`src/rtl/uart_rx_fifo.sv`:
```
// UART receiver (5..8 data bits, optional parity) with receive FIFO, sticky error flags and irq.
// Latency: rx->rxs 2 clocks; byte pushed on the stop-sample clock; register reads 1 clock.
// Backpressure: none on the line; a push into a full FIFO is dropped and raises OV.
module uart_rx_fifo #(
   parameter int CLK_HZ     = 27000000,
   parameter int BAUD       = 115200,
   parameter int DATA_BITS  = 8,
   parameter int PARITY     = 0,
   parameter int FIFO_DEPTH = 16
) (
   input  logic       clk,
   input  logic       reset_n,
   input  logic       rx,
   input  logic       sel,
   input  logic       we,
   input  logic [1:0] addr,
   input  logic [7:0] wdata,
   output logic [7:0] rdata,
   output logic       irq
);

   localparam int DIV   = (CLK_HZ + BAUD / 2) / BAUD;
   localparam int HALF  = DIV / 2;
   localparam int CW    = (DIV > 1) ? $clog2(DIV) : 1;
   localparam int BW    = $clog2(DATA_BITS);
   localparam int AW    = $clog2(FIFO_DEPTH);
   localparam logic [CW-1:0] HALF_M1  = CW'(HALF - 1);
   localparam logic [CW-1:0] DIV_M1   = CW'(DIV - 1);
   localparam logic [BW-1:0] LAST_BIT = BW'(DATA_BITS - 1);
   localparam logic [AW:0]   FULL_CNT = (AW + 1)'(FIFO_DEPTH);
   // Parity of data+parity bits that counts as correct: 0 for even, 1 for odd.
   localparam logic          PAR_ODD  = (PARITY == 2);

   typedef enum logic [2:0] {IDLE, START, DATA, PAR, STOP, BRK} state_t;

   state_t                 state_q, state_d;
   logic                   meta_q, rxs_q;
   logic [CW-1:0]          cnt_q, cnt_d;
   logic [BW-1:0]          bit_q, bit_d;
   logic [DATA_BITS-1:0]   sh_q, sh_d;
   logic                   par_q, par_d;
   logic                   perr_q, perr_d;
   logic                   push, fe_set, pe_set;
   logic [7:0]             push_byte;

   logic [7:0]             mem [FIFO_DEPTH];
   logic [AW-1:0]          wr_ptr_q, rd_ptr_q;
   logic [AW:0]            fcnt_q;
   logic                   ov_q, fe_q, pe_q, rxie_q, errie_q;
   logic                   rd_en, wr_en, empty, full, pop, push_ok, ov_set, w1c;
   logic                   unused_wdata;

   // Two-flop synchroniser; idles high so reset never looks like a start bit.
   always_ff @(posedge clk) begin
      if (!reset_n) begin
         meta_q <= 1'b1;
         rxs_q  <= 1'b1;
      end else begin
         meta_q <= rx;
         rxs_q  <= meta_q;
      end
   end

   // Receive FSM state and bit-timing registers.
   always_ff @(posedge clk) begin
      if (!reset_n) begin
         state_q <= IDLE;
         cnt_q   <= '0;
         bit_q   <= '0;
         sh_q    <= '0;
         par_q   <= 1'b0;
         perr_q  <= 1'b0;
      end else begin
         state_q <= state_d;
         cnt_q   <= cnt_d;
         bit_q   <= bit_d;
         sh_q    <= sh_d;
         par_q   <= par_d;
         perr_q  <= perr_d;
      end
   end

   // Next-state logic: sample mid-bit, accumulate parity, decide push/FE/PE at the stop bit.
   always_comb begin
      state_d = state_q;
      cnt_d   = cnt_q + 1'b1;
      bit_d   = bit_q;
      sh_d    = sh_q;
      par_d   = par_q;
      perr_d  = perr_q;
      push    = 1'b0;
      fe_set  = 1'b0;
      pe_set  = 1'b0;
      case (state_q)
         IDLE: begin
            cnt_d = '0;
            if (!rxs_q) state_d = START;
         end
         START: begin
            if (cnt_q == HALF_M1) begin
               cnt_d   = '0;
               bit_d   = '0;
               par_d   = 1'b0;
               perr_d  = 1'b0;
               state_d = rxs_q ? IDLE : DATA;
            end
         end
         DATA: begin
            if (cnt_q == DIV_M1) begin
               cnt_d = '0;
               sh_d  = {rxs_q, sh_q[DATA_BITS-1:1]};
               par_d = par_q ^ rxs_q;
               bit_d = bit_q + 1'b1;
               if (bit_q == LAST_BIT) state_d = (PARITY != 0) ? PAR : STOP;
            end
         end
         PAR: begin
            if (cnt_q == DIV_M1) begin
               cnt_d   = '0;
               perr_d  = (par_q ^ rxs_q) != PAR_ODD;
               state_d = STOP;
            end
         end
         STOP: begin
            if (cnt_q == DIV_M1) begin
               cnt_d = '0;
               if (rxs_q) begin
                  if (perr_q) pe_set = 1'b1;
                  else        push   = 1'b1;
                  state_d = IDLE;
               end else begin
                  fe_set  = 1'b1;
                  state_d = BRK;
               end
            end
         end
         BRK: begin
            cnt_d = '0;
            if (rxs_q) state_d = IDLE;
         end
         default: state_d = IDLE;
      endcase
   end

   // Zero-extend the assembled character to a byte.
   always_comb begin
      push_byte = '0;
      push_byte[DATA_BITS-1:0] = sh_q;
   end

   assign rd_en   = sel & ~we;
   assign wr_en   = sel & we;
   assign empty   = (fcnt_q == '0);
   assign full    = (fcnt_q == FULL_CNT);
   assign pop     = rd_en && (addr == 2'd1) && !empty;
   assign push_ok = push && (!full || pop);
   assign ov_set  = push && full && !pop;
   assign w1c     = wr_en && (addr == 2'd0);
   assign unused_wdata = ^wdata[7:4];

   // FIFO storage; contents need no reset since the count gates every read.
   always_ff @(posedge clk) begin
      if (push_ok) mem[wr_ptr_q] <= push_byte;
   end

   // Pointers, count, sticky flags (set beats clear), control, read data and irq.
   always_ff @(posedge clk) begin
      if (!reset_n) begin
         wr_ptr_q <= '0;
         rd_ptr_q <= '0;
         fcnt_q   <= '0;
         ov_q     <= 1'b0;
         fe_q     <= 1'b0;
         pe_q     <= 1'b0;
         rxie_q   <= 1'b0;
         errie_q  <= 1'b0;
         rdata    <= '0;
         irq      <= 1'b0;
      end else begin
         if (push_ok) wr_ptr_q <= wr_ptr_q + 1'b1;
         if (pop)     rd_ptr_q <= rd_ptr_q + 1'b1;
         if (push_ok && !pop)      fcnt_q <= fcnt_q + 1'b1;
         else if (pop && !push_ok) fcnt_q <= fcnt_q - 1'b1;
         ov_q <= ov_set | (ov_q & ~(w1c & wdata[1]));
         fe_q <= fe_set | (fe_q & ~(w1c & wdata[2]));
         pe_q <= pe_set | (pe_q & ~(w1c & wdata[3]));
         if (wr_en && (addr == 2'd2)) begin
            rxie_q  <= wdata[0];
            errie_q <= wdata[1];
         end
         if (rd_en) begin
            case (addr)
               2'd0:    rdata <= {3'b000, full, pe_q, fe_q, ov_q, ~empty};
               2'd1:    rdata <= empty ? 8'h00 : mem[rd_ptr_q];
               2'd2:    rdata <= {6'b0, errie_q, rxie_q};
               default: rdata <= {{(7 - AW){1'b0}}, fcnt_q};
            endcase
         end
         irq <= (rxie_q & ~empty) | (errie_q & (ov_q | fe_q | pe_q));
      end
   end

endmodule
```
`config.mk`:
```
export PLATFORM = sky130hd
export DESIGN_NAME = uart_rx_fifo
export DESIGN_NICKNAME = d
export VERILOG_FILES = /design/src/rtl/uart_rx_fifo.sv
export SDC_FILE = /design/constraint.sdc
export NUM_CORES = 1
export LEC_CHECK = 0
export ABC_CLOCK_PERIOD_IN_PS = 3900
export CAP_MARGIN = 10
export CELL_PAD_IN_SITES_DETAIL_PLACEMENT = 1
export CELL_PAD_IN_SITES_GLOBAL_PLACEMENT = 2
export CORE_MARGIN = 1
export CORE_UTILIZATION = 40
export DETAILED_ROUTE_END_ITERATION = 10
export GPL_TIMING_DRIVEN = 0
export PLACE_DENSITY = 0.8
export SYNTH_ARGS = -nofsm -noshare
export SYNTH_HDL_FRONTEND = slang
export SYNTH_SLANG_ARGS = --single-unit
```
`constraint.sdc`:
```
create_clock -name clk -period 3.9 [get_ports clk]
set_clock_uncertainty 0.2 [all_clocks]
set_input_delay 0.78 -clock clk [delete_from_list [all_inputs] [get_ports clk]]
set_output_delay 0.78 -clock clk [all_outputs]
set_load 0.005 [all_outputs]
```
==> impl_metrics.tcl <==
set metrics [dict create \
    status "completed" \
    gp_congestion 0.808 \
    grt_first_pass_wirelength_mm 27.6 \
    crit_slowest_cell "clkdlybuf4s50_1" \
    clk_pin_slew_worst_paths_ns 0.07 \
    cp_max_fo 10 \
    layout.nets 608 \
    boundaryPins 24 \
    slowest_delay_ns 0.45 \
    dp.cells 792 \
    setup_slack_ns 0.229 \
    viasPerCell 5.48 \
    final_layout_size_suffix_gt1_frac 0.161 \
    wirelength_mm 17.3 \
    swShare 0.201 \
    relSlewSlack 0.356 \
    synth_fp_nets 569 \
    cts.sinks 185 \
    die_h_um 140 \
    first_global_vias 4875 \
    p_per_area_mw_per_mm2 456 \
    portBuffers 17 \
    hold_viol 0 \
    tns_ns 0 \
    internal_power_w 0.00319 \
    cap_violations 0 \
    power_frac_comb 0.020 \
    grt_overflow 0 \
    finalSetupViolations 0 \
    die_x_um 140 \
    cp_num_buf_inv 3 \
    drv_slew 0 \
    grt_max_degree 19 \
    async_flop_share 0 \
    grt_setup_unrepaired "false" \
    antenna_found_initial 0 \
    ys_ff_latch 185 \
    cp_top_family "simple AND/OR/NAND/NOR gates" \
    num_vias 4509 \
    start_util 0.409 \
    ys_types 55 \
    crit_path_end_kind "flip-flop" \
    row_count 50 \
    die-area_mm2 0.0197 \
    cts_buffers 17 \
    mappedNetlistArea_mm2 0.00764 \
    dp_slack_ns -0.530 \
    p_seq_frac 0.522 \
    syn_inst 538 \
    worst_pin_slew_ns 0.963 \
    max-vdd-ir-drop_uv 297 \
    ys.flop_type "edfxtp_1" \
    core_area_mm2 0.0187 \
    fin_crit_sh 0.941 \
    hold_slack_ns 0.230 \
    root_buffer "clkbuf_16" \
    cts_tree "yes" \
    detailed_place_hpwl_mm 12.1 \
    rrSetupSlack_ns 0.44 \
    crit_path_cell_trace "clkdlybuf4s50_1 > nand2b_2 > o211ai_1 > and2_1 > buf_6 > ha_1 > inv_1 > ha_1 > nor2b_1 > o21a_1 > or3_1 > a21oi_1 > mux2i_1" \
    cpMostUsedCell "ha_1" \
    drt_iter0_markers 293 \
    grt_usage 0.191 \
    p_leak_nw 2.85 \
    htreeDepth 4 \
    max_freq_mhz 272 \
    finalNonFillerCells 823 \
    clockBufferDepth 2 \
    syn_area_per_cell_um2 14.2 \
    n_antenna_cell 0 \
    clk_latency_ns 0.43 \
    pwr-share-clk 0.458 \
    area_growth_pct 14.6 \
    hold_class "flip-flop to flip-flop" \
    worst_ep_required_time_ns 4.06 \
    cp-start-kind "input pin" \
    drc 0 \
    synth_edf_count 128 \
    yosysSeqAreaShare 0.652 \
    antenna_left 0 \
    crit_arrival_ns 3.83 \
    yosys_warnings 0 \
    finish.utilization 0.468 \
    drtPass1Iterations 5 \
    p_sw_w 0.000802 \
    wl_per_cell_um 21.1 \
    period_needed_ns 3.67 \
    crit_type "input pin to flip-flop" \
    fillCellCount 1863 \
]
timing repair:
item | CTS | global route
buffers inserted | 1 | 0
hold buffers | 0 | 0
pin swaps | 1 | 0
setup endpoints to repair | 1 | 1
resized for setup | 0 | 1
per-stage QoR:
step	area, µm²	power, W
finish	8760	0.00399
global route	8760	0.00409
CTS	8760	0.00402
global placement	8110	0.00221
floorplan	7640	0.00217
detailed placement	8130	0.00221
synthesized netlist by cell type, drive strengths merged (5+ instances only):
master    n  area [µm²]
nand2    47         176
a21oi    32         164
mux2      5        56.3
edfxtp  128        3840
a31oi     5        31.3
nor2b     6        37.5
buf      16        90.1
nor2     47         176
xor2     11        96.3
o211ai    5        37.5
o21ai    15        75.1
dfxtp    57        1140
mux2i    11         110
mux4     32         721
nand3    22         110
nor3      6        35.0
inv      11        41.3
ha       15         188
nand2b    8        50.1
clkbuf   12        45.0
placed cells by master, fill, tap and decap left out, types with 10 or more instances in the layout:
cell type and instances:
buf_2 11, inv_1 10, ha_1 15, nand3_1 22, o21ai_0 15, mux4_2 32
clkbuf_16 17, edfxtp_1 128, clkdlybuf4s50_1 17, dfxtp_1 57, clkbuf_1 12, nand2_1 47
a21oi_1 31, xor2_1 11, mux2i_1 11, nor2_1 47
worst paths after layout:
| kind | startpoint | end | depth (start not counted) |
|---|---|---|---|
| worst max register to register | rxs_q | fcnt_q[4] | 13 |
| worst min-delay path | meta_q | rxs_q | 1 |
| worst min register to register | meta_q | rxs_q | 1 |
| worst max-delay path | we | fcnt_q[4] | 13 |
layer usage:
layer,track usage,up-vias,share of wire,wire (µm)
li1,-,2098,-,-
met1,0.242,2327,0.44,7610
met2,0.328,59,0.51,8830
met3,0.0349,25,0.035,603
met4,0.0717,0,0.017,295
met5,0,-,0,0
cell type report:
| type | instances | area, µm² | area share |
|---|---|---|---|
| Timing Repair Buffer | 21 | 195 | 0.0223 |
| Buffer | 27 | 131 | 0.0150 |
| Clock inverter | 13 | 194 | 0.0221 |
| Inverter | 11 | 41.3 | 0.00471 |
| Multi-Input combinational cell | 314 | 2490 | 0.284 |
| Clock buffer | 18 | 429 | 0.0490 |
| Tap cell | 234 | 293 | 0.0334 |
| Sequential cell | 185 | 4980 | 0.569 |
cells by family (layout without fill, tap and decap cells):
logic type      Yosys count  in the layout  share of synthesized area
flops                   185            185                      0.652
compound gates           76             76                     0.0611
buf+inv                  39             90                     0.0231
mux                      48             48                      0.116
simple gates            159            159                      0.103
xor+xnor                 15             15                     0.0172
fa+ha+maj                16             16                     0.0272
flip-flops by register name, indices dropped and copies added, names as in the netlist, named ones only:
name,count
state_q,3
push_byte,8
irq,1
fcnt_q,5
fe_q,1
errie_q,1
mem,128
rxie_q,1
rd_ptr_q,4
cnt_q,8
wr_ptr_q,4
meta_q,1
perr_q,1
ov_q,1
bit_q,3
rdata,8
par_q,1
pe_q,1
rxs_q,1
power by group through the flow:
| stage | Combinational, W | Clock [W] | Sequential, W |
|---|---|---|---|
| 5_1_grt | 0.0000889 | 0.00192 | 0.00208 |
| 4_1_cts | 0.0000816 | 0.00186 | 0.00208 |
| 3_5_place_dp | 0.0000809 | 0 | 0.00213 |
| 6_report | 0.0000810 | 0.00183 | 0.00208 |
| 2_1_floorplan | 0.0000499 | 0 | 0.00213 |
| 3_3_place_gp | 0.0000795 | 0 | 0.00213 |
worst register-to-register path, stage by stage (launching register included):
cell and delay, ns:
dfxtp_1 0.32, clkbuf_1 0.37, nand4bb_1 0.25, nor4_4 0.29
and2_1 0.19, buf_6 0.13, ha_1 0.24, inv_1 0.12
ha_1 0.30, nor2b_1 0.14, o21a_1 0.17, or3_1 0.31
a21oi_1 0.18, mux2i_1 0.19
Note: power is estimated with default switching activity, not from simulation.
